<file path="src/rtl/mips_instr_encoder.sv">
// Builds 32-bit MIPS R/I/J instruction words from a symbolic op and fields,
// then writes them into instruction memory at consecutive word addresses.
module mips_instr_encoder #(
    parameter int ADDR_W    = 10,
    parameter int DEPTH     = 256,
    parameter int BASE_ADDR = 0
) (
    input  logic                       clk,
    input  logic                       rst_n,
    input  logic                       clr,
    input  logic                       in_valid,
    output logic                       in_ready,
    input  logic [3:0]                 op_sel,
    input  logic [4:0]                 rs,
    input  logic [4:0]                 rt,
    input  logic [4:0]                 rd,
    input  logic [15:0]                imm,
    input  logic [25:0]                target,
    output logic                       mem_we,
    output logic [ADDR_W-1:0]          mem_addr,
    output logic [31:0]                mem_wdata,
    input  logic                       mem_ack,
    output logic [$clog2(DEPTH+1)-1:0] count,
    output logic                       full,
    output logic                       err
);

    localparam int CNT_W = $clog2(DEPTH+1);

    typedef enum logic {
        S_IDLE  = 1'b0,
        S_WRITE = 1'b1
    } state_t;

    state_t             r_state;
    logic               r_mem_we;
    logic [ADDR_W-1:0]  r_addr;
    logic [31:0]        r_wdata;
    logic [CNT_W-1:0]   r_count;
    logic               r_err;

    logic               w_full;
    logic               w_transfer;
    logic               w_illegal;
    logic [31:0]        w_word;

    assign w_full     = (r_count == CNT_W'(DEPTH));
    assign in_ready   = (r_state == S_IDLE) & ~w_full & ~clr;
    assign w_transfer = in_valid & in_ready;
    assign w_illegal  = (op_sel > 4'd12);

    // Opcode/funct values match what the single-cycle controller decodes.
    always_comb begin
        w_word = 32'h0;
        case (op_sel)
            4'd0:  w_word = {6'b000000, rs, rt, rd, 5'b00000, 6'b100000};
            4'd1:  w_word = {6'b000000, rs, rt, rd, 5'b00000, 6'b100010};
            4'd2:  w_word = {6'b000000, rs, rt, rd, 5'b00000, 6'b100100};
            4'd3:  w_word = {6'b000000, rs, rt, rd, 5'b00000, 6'b100101};
            4'd4:  w_word = {6'b000000, rs, rt, rd, 5'b00000, 6'b101010};
            4'd5:  w_word = {6'b000010, target};
            4'd6:  w_word = {6'b000011, target};
            4'd7:  w_word = {6'b000100, rs, rt, imm};
            4'd8:  w_word = {6'b000101, rs, rt, imm};
            4'd9:  w_word = {6'b001000, rs, rt, imm};
            4'd10: w_word = {6'b001100, rs, rt, imm};
            4'd11: w_word = {6'b100011, rs, rt, imm};
            4'd12: w_word = {6'b101011, rs, rt, imm};
            default: w_word = 32'h0;
        endcase
    end

    always_ff @(posedge clk or negedge rst_n) begin
        if (!rst_n) begin
            r_state  <= S_IDLE;
            r_mem_we <= 1'b0;
            r_addr   <= ADDR_W'(BASE_ADDR);
            r_wdata  <= 32'h0;
            r_count  <= '0;
            r_err    <= 1'b0;
        end else if (clr) begin
            // A pending write is dropped and never counted.
            r_state  <= S_IDLE;
            r_mem_we <= 1'b0;
            r_addr   <= ADDR_W'(BASE_ADDR);
            r_count  <= '0;
            r_err    <= 1'b0;
        end else begin
            r_err <= 1'b0;
            case (r_state)
                S_IDLE: begin
                    if (w_transfer) begin
                        if (w_illegal) begin
                            r_err <= 1'b1;
                        end else begin
                            r_wdata  <= w_word;
                            r_mem_we <= 1'b1;
                            r_state  <= S_WRITE;
                        end
                    end
                end
                S_WRITE: begin
                    if (mem_ack) begin
                        r_mem_we <= 1'b0;
                        r_state  <= S_IDLE;
                        r_count  <= r_count + CNT_W'(1);
                        r_addr   <= r_addr + ADDR_W'(4);
                    end
                end
                default: r_state <= S_IDLE;
            endcase
        end
    end

    assign mem_we    = r_mem_we;
    assign mem_addr  = r_addr;
    assign mem_wdata = r_wdata;
    assign count     = r_count;
    assign full      = w_full;
    assign err       = r_err;

endmodule

</file>
<file path="config.mk">
export PLATFORM = sky130hd
export DESIGN_NAME = mips_instr_encoder
export DESIGN_NICKNAME = d
export VERILOG_FILES = /design/src/rtl/mips_instr_encoder.sv
export SDC_FILE = /design/constraint.sdc
export NUM_CORES = 1
export LEC_CHECK = 0
export ABC_CLOCK_PERIOD_IN_PS = 2100
export CAP_MARGIN = 20
export CORE_MARGIN = 2
export CORE_UTILIZATION = 38
export DETAILED_ROUTE_END_ITERATION = 10
export PLACE_DENSITY_LB_ADDON = 0.25
export REMOVE_ABC_BUFFERS = 1
export SETUP_SLACK_MARGIN = 0.1
export SLEW_MARGIN = 5
export SYNTH_ARGS = -nofsm -noshare
export SYNTH_HDL_FRONTEND = slang
export SYNTH_SLANG_ARGS = --single-unit
</file>
<file path="constraint.sdc">
create_clock -name clk -period 2.1 [get_ports clk]
set_input_delay 0.42 -clock clk [delete_from_list [all_inputs] [get_ports clk]]
set_output_delay 0.42 -clock clk [all_outputs]
set_load 0.01 [all_outputs]
</file>
# Yosys cells after proc, flatten, opt, wreduce, memory -nomap -nowiden
# Index checks and enable logic that the tools add are counted.
word_totals:
  ff_bits: 54
  latchBits: 0
  ramBits: 0
  rom_bits: 0
  out_inout_bits: 55
  n_memories: 0
classes:
  n_addsub: 2
  n_mul: 0
  div: 0
  n_lt_le_gt_ge: 1
  n_eq_ne: 16
  n_shift: 0
  mux: 21
  bitwise: 7
  n_reduce_logical: 6
ops:
  columns: ["op", "n"]
  rows:
  - ["32-bit case mux with 13 select lines", 1]
  - ["10-bit two-way mux", 3]
  - ["9-bit two-way mux", 3]
  - ["4-bit equality test (second input constant)", 5]
  - ["4-bit by 3-bit equality test with 1-bit output (second input constant)", 4]
  - ["1-bit two-way mux", 12]
  - ["10-bit by 3-bit adder with 10-bit output (second input constant)", 1]
  - ["9-bit by 1-bit adder with 9-bit output (second input constant)", 1]
  - ["9-bit equality test (second input constant)", 1]
  - ["3-bit inequality test (second input constant)", 3]
  - ["4-bit by 2-bit equality test with 1-bit output (second input constant)", 2]
  - ["4-bit by 1-bit equality test with 1-bit output (second input constant)", 1]
  - ["4-bit greater-than comparator (second input constant)", 1]
  - ["4-bit logical NOT", 1]
  - ["1-bit inverter", 4]
  - ["1-bit case mux with 2 select lines", 2]
  - ["4-bit AND reduction", 1]
  - ["2-bit nonzero test", 2]
  - ["1-bit bitwise AND", 3]
  - ["3-bit AND reduction", 1]
  - ["2-bit AND reduction", 1]

# Depth between registers and ports, before layout
# Gate-level depths: netlist of run 1.
depth:
  depth_word: 8
  ltp_mapped: 9
  ltp_nobuf: 7

# Worst setup path after synthesis of run 1
# No wires, ideal clock.
synth_path:
  kind: "flip-flop to flip-flop"
  from: "register r_count[5], in the netlist count[5]"
  to: "register r_wdata[0], in the netlist mem_wdata[0]"
  setup_ns: 0.125
  arrival_ns: 1.989
  path_slack_ns: -0.014
  path_stages_with_launch: 6
  path_buffers: 1
  cell_sequence: "dfrtp_1 -> or4_4 -> o41a_1 -> and3_1 -> buf_6 -> mux2_4"
synth_via:
  elab_chain_cells: 6
synth_rtl:
  columns: ["item", "line", "source"]
  rows:
  - ["start, declared", "39", "logic [CNT_W-1:0] r_count;"]
  - ["start signal, assigned", "106", "r_count <= r_count + CNT_W'(1);"]
  - ["9-bit equality test", "47", "assign w_full = (r_count == CNT_W'(DEPTH));"]
  - ["1-bit inverter", "48", "assign in_ready = (r_state == S_IDLE) & ~w_full & ~clr;"]
  - ["1-bit bitwise AND (2 in a row)", "48", null]
  - ["via in_ready", "12", "output logic in_ready,"]
  - ["1-bit bitwise AND", "49", "assign w_transfer = in_valid & in_ready;"]
  - ["4-bit AND reduction (no source line)", null, null]
  - ["end signal, assigned", "96", "r_wdata <= w_word;"]
  - ["end, declared", "38", "logic [31:0] r_wdata;"]
# The timed path passes the listed nets, and every way through them passes these cells.
# A chain may end at the register's enable or synchronous reset.

# Final worst setup path of run 1
layout_path:
  from: "register r_count[5], in the netlist count[5]"
  to: "output port in_ready"
layout_via:
  elab_chain_cells: 4
layout_rtl:
  columns: ["item", "line"]
  rows:
  - ["9-bit equality test", "47"]
  - ["1-bit inverter", "48"]
  - ["1-bit bitwise AND (2 in a row)", "48"]
  - ["end, declared", "12"]
# No other way between the ends.

==> metrics.csv, run 1 <==
metric,value,unit
detailed-route via count,2940,
Final Skew,0.009732,ns
final setup fails,1,
syn avg cell area,8.882,sq um
Ports,121,
Pre-Repair DR Iteration Count,5,
Clock Sinks,51,
H-tree depth,2,
crit start category,flip-flop,
vias in the first global route,2868,
synth-to-layout area growth,68.38,%
std cell rows,31,
post-synthesis register bit count,51,
Rel. slew slack,64.78,%
post-synthesis sequential area ratio,45.62,%
Remaining DRCs,0,
max-slew violations,0,
worst min path class,input pin to async pin,
warnings from Yosys,0,
crit share post-route,102.1,%
crit path DAT,1.72,ns
"Async S/R FF share, synth",100.0,%
Worst Setup End Kind,output port,
ANT nets after route,0,
CTS root buf,clkbuf_8,
CP Max Fanout,2,
largest area contributor in the netlist,dfrtp_1,
Yosys cell types,42,
DR WL/cell,14.98,um
drt total wl,8463,um
Max Root-Sink Buffers,2,
die area,8065,sq um
Initial Utilization,38.99,%
Crit Path Class,flip-flop to output port,
first-pass GRT wire length,13430,um
RSZ-0062 raised after global routing,yes,
Leakage,0.001952,uW
antenna violations before repair,0,
clk_lat worst skew,0.30,ns
Core Box Area,7176,sq um
I/O Buffers,117,
overall routing resource usage,20.04,%
Diodes inserted,0,
Worst Path Required,1.68,ns
gpl congestion,0.8056,
nets@finish,534,
top-count cell post-synth,dfrtp_1,
f_max,0.4664,GHz
worst r2r src,count[5],
WL met3,371,um
Worst-Margin Slew,0.5284,ns
post-synth top area share,45.62,%
crit path time final,2.144,ns
synthesized netlist cell count,315,
violated checks,setup timing,
pwr/cell area,591.5,nW/um^2
initial DRC count,147,
CTS tree,built,
Post-DP HPWL,5912,um
Die Ht,89.81,um
GRT Residual Overflow,0,
Place WS,-0.04114,ns
synth top area cells,"dfrtp_1, a21oi_1, nor2_1, a22oi_1, xor2_1",
"EDFF count, synth",0,
CTS buffer count,5,
Synth top cells by count,"dfrtp_1, a21oi_1, nor2_1, nand2_1, a22oi_1",
Fin Hold WS,0.08794,ns
maxcap violations,0,
worst IR drop on VDD,0.0003041,V
met2 WL,4194,um
Via-to-Cell Ratio,5.204,
share of cells above drive strength 1,21.03,%
Sum Neg Setup Slack,-0.04404,ns
Die W,89.81,um
final hold violations,0,
worst reg2reg path depth,7,
critical path launch point,count[5],
"Top FF cell, synth",dfrtp_1,
"Reg clk slew, reported paths",0.10,ns
Top Metal Used,met4,
largest net degree at the start of global routing,35,
PnR worst setup slack,-0.04404,ns
Synth Cell Area,2798,sq um
run status,"complete, but fails checks",
M1 WL,3662,um
hold-fix buffers at CTS,0,
==> stage by stage <==
step                std cells  util [%]  area [sq um]  power, uW
finish                    565     65.65          4711       2786
floorplan                 291         -          2643       1495
detailed placement        545     59.32          4257       2058
global placement          545     59.32          4257       2039
CTS                       557     63.12          4529       2746
global route              565     65.65          4711       2940
==> kinds of logic (layout without fill, tap and decap cells) <==
group	after synthesis	in the layout	synth area share [%]
flops	51	51	45.62
simple gates	97	99	16.15
buf+inv	37	184	7.290
mux	2	2	1.073
fa+ha+maj	4	4	1.700
other cells	1	3	0.1340
compound gates	110	110	23.97
xor+xnor	13	13	4.070
==> registers in the layout, indices dropped and copies added, names as in the netlist <==
signal,cells
count,9
mem_wdata,31
mem_addr,8
mem_we,1
r_state,1
err,1
==> worst max-delay path, cell delays in order, from the launching register on <==
cell	delay (ns)
dfrtp_1	0.39
or4_4	0.54
o41a_1	0.34
buf_2	0.15
==> cells in the final DEF (no fill, tap or decap), types with 5 or more instances in the layout <==
| cell | count |
|---|---|
| a22oi_1 | 18 |
| buf_4 | 35 |
| dfrtp_1 | 51 |
| o21ai_0 | 13 |
| nand3_1 | 5 |
| nor2b_1 | 11 |
| nor2_4 | 8 |
| a32oi_1 | 7 |
| xor2_1 | 10 |
| a21oi_1 | 39 |
| clkdlybuf4s50_1 | 113 |
| clkbuf_8 | 6 |
| nor2_2 | 10 |
| nor2_1 | 27 |
| inv_1 | 11 |
| a31oi_1 | 6 |
| nand2_1 | 19 |
| a21oi_2 | 11 |
==> what timing repair did <==
action                     in CTS  in global routing
setup endpoints to repair      35                 35
gates cloned                    2                  7
resized for setup              43                 18
setup buffers                   2                  1
pin swaps                       1                  0
==> metal layers <==
metal | vias up | GRT usage (%)
met5 | - | 0
met4 | 0 | 7.692
met3 | 19 | 3.604
met2 | 89 | 34.97
met1 | 1412 | 24.76
li1 | 1420 | -
==> cell type report <==
type	count	area, sq um
multi-input combinational	231	1498
sequential	51	1276
clock buffer	6	82.58
fill	595	2465
tap	99	123.9
inverter	11	41.29
timing repair buffer	165	1675
clock inverter	2	13.76
==> power breakdown <==
| group | internal (uW) | leakage [uW] | switching [uW] |
|---|---|---|---|
| logic | 572 | 0.00126 | 401 |
| clock network | 270 | 0.0000516 | 333 |
| registers | 1110 | 0.000637 | 98.7 |
| total | 1950 | 0.00195 | 833 |
==> worst paths after layout <==
path                       slack, ns             to
max in group asynchronous       1.48  mem_wdata[17]
min reg2reg                     0.50         mem_we
min                             0.09   mem_wdata[8]
min in group clk                0.50         mem_we
max reg2reg                     0.01  mem_wdata[28]
max                            -0.04       in_ready
Note: power is estimated with default switching activity, not from simulation.
==> inputs of run 2 (changes only) <==
ABC_CLOCK_PERIOD_IN_PS = not set   (was 2100)
==> results of run 2 <==
Final layout, timing and power as in run 1 (identical DEF).
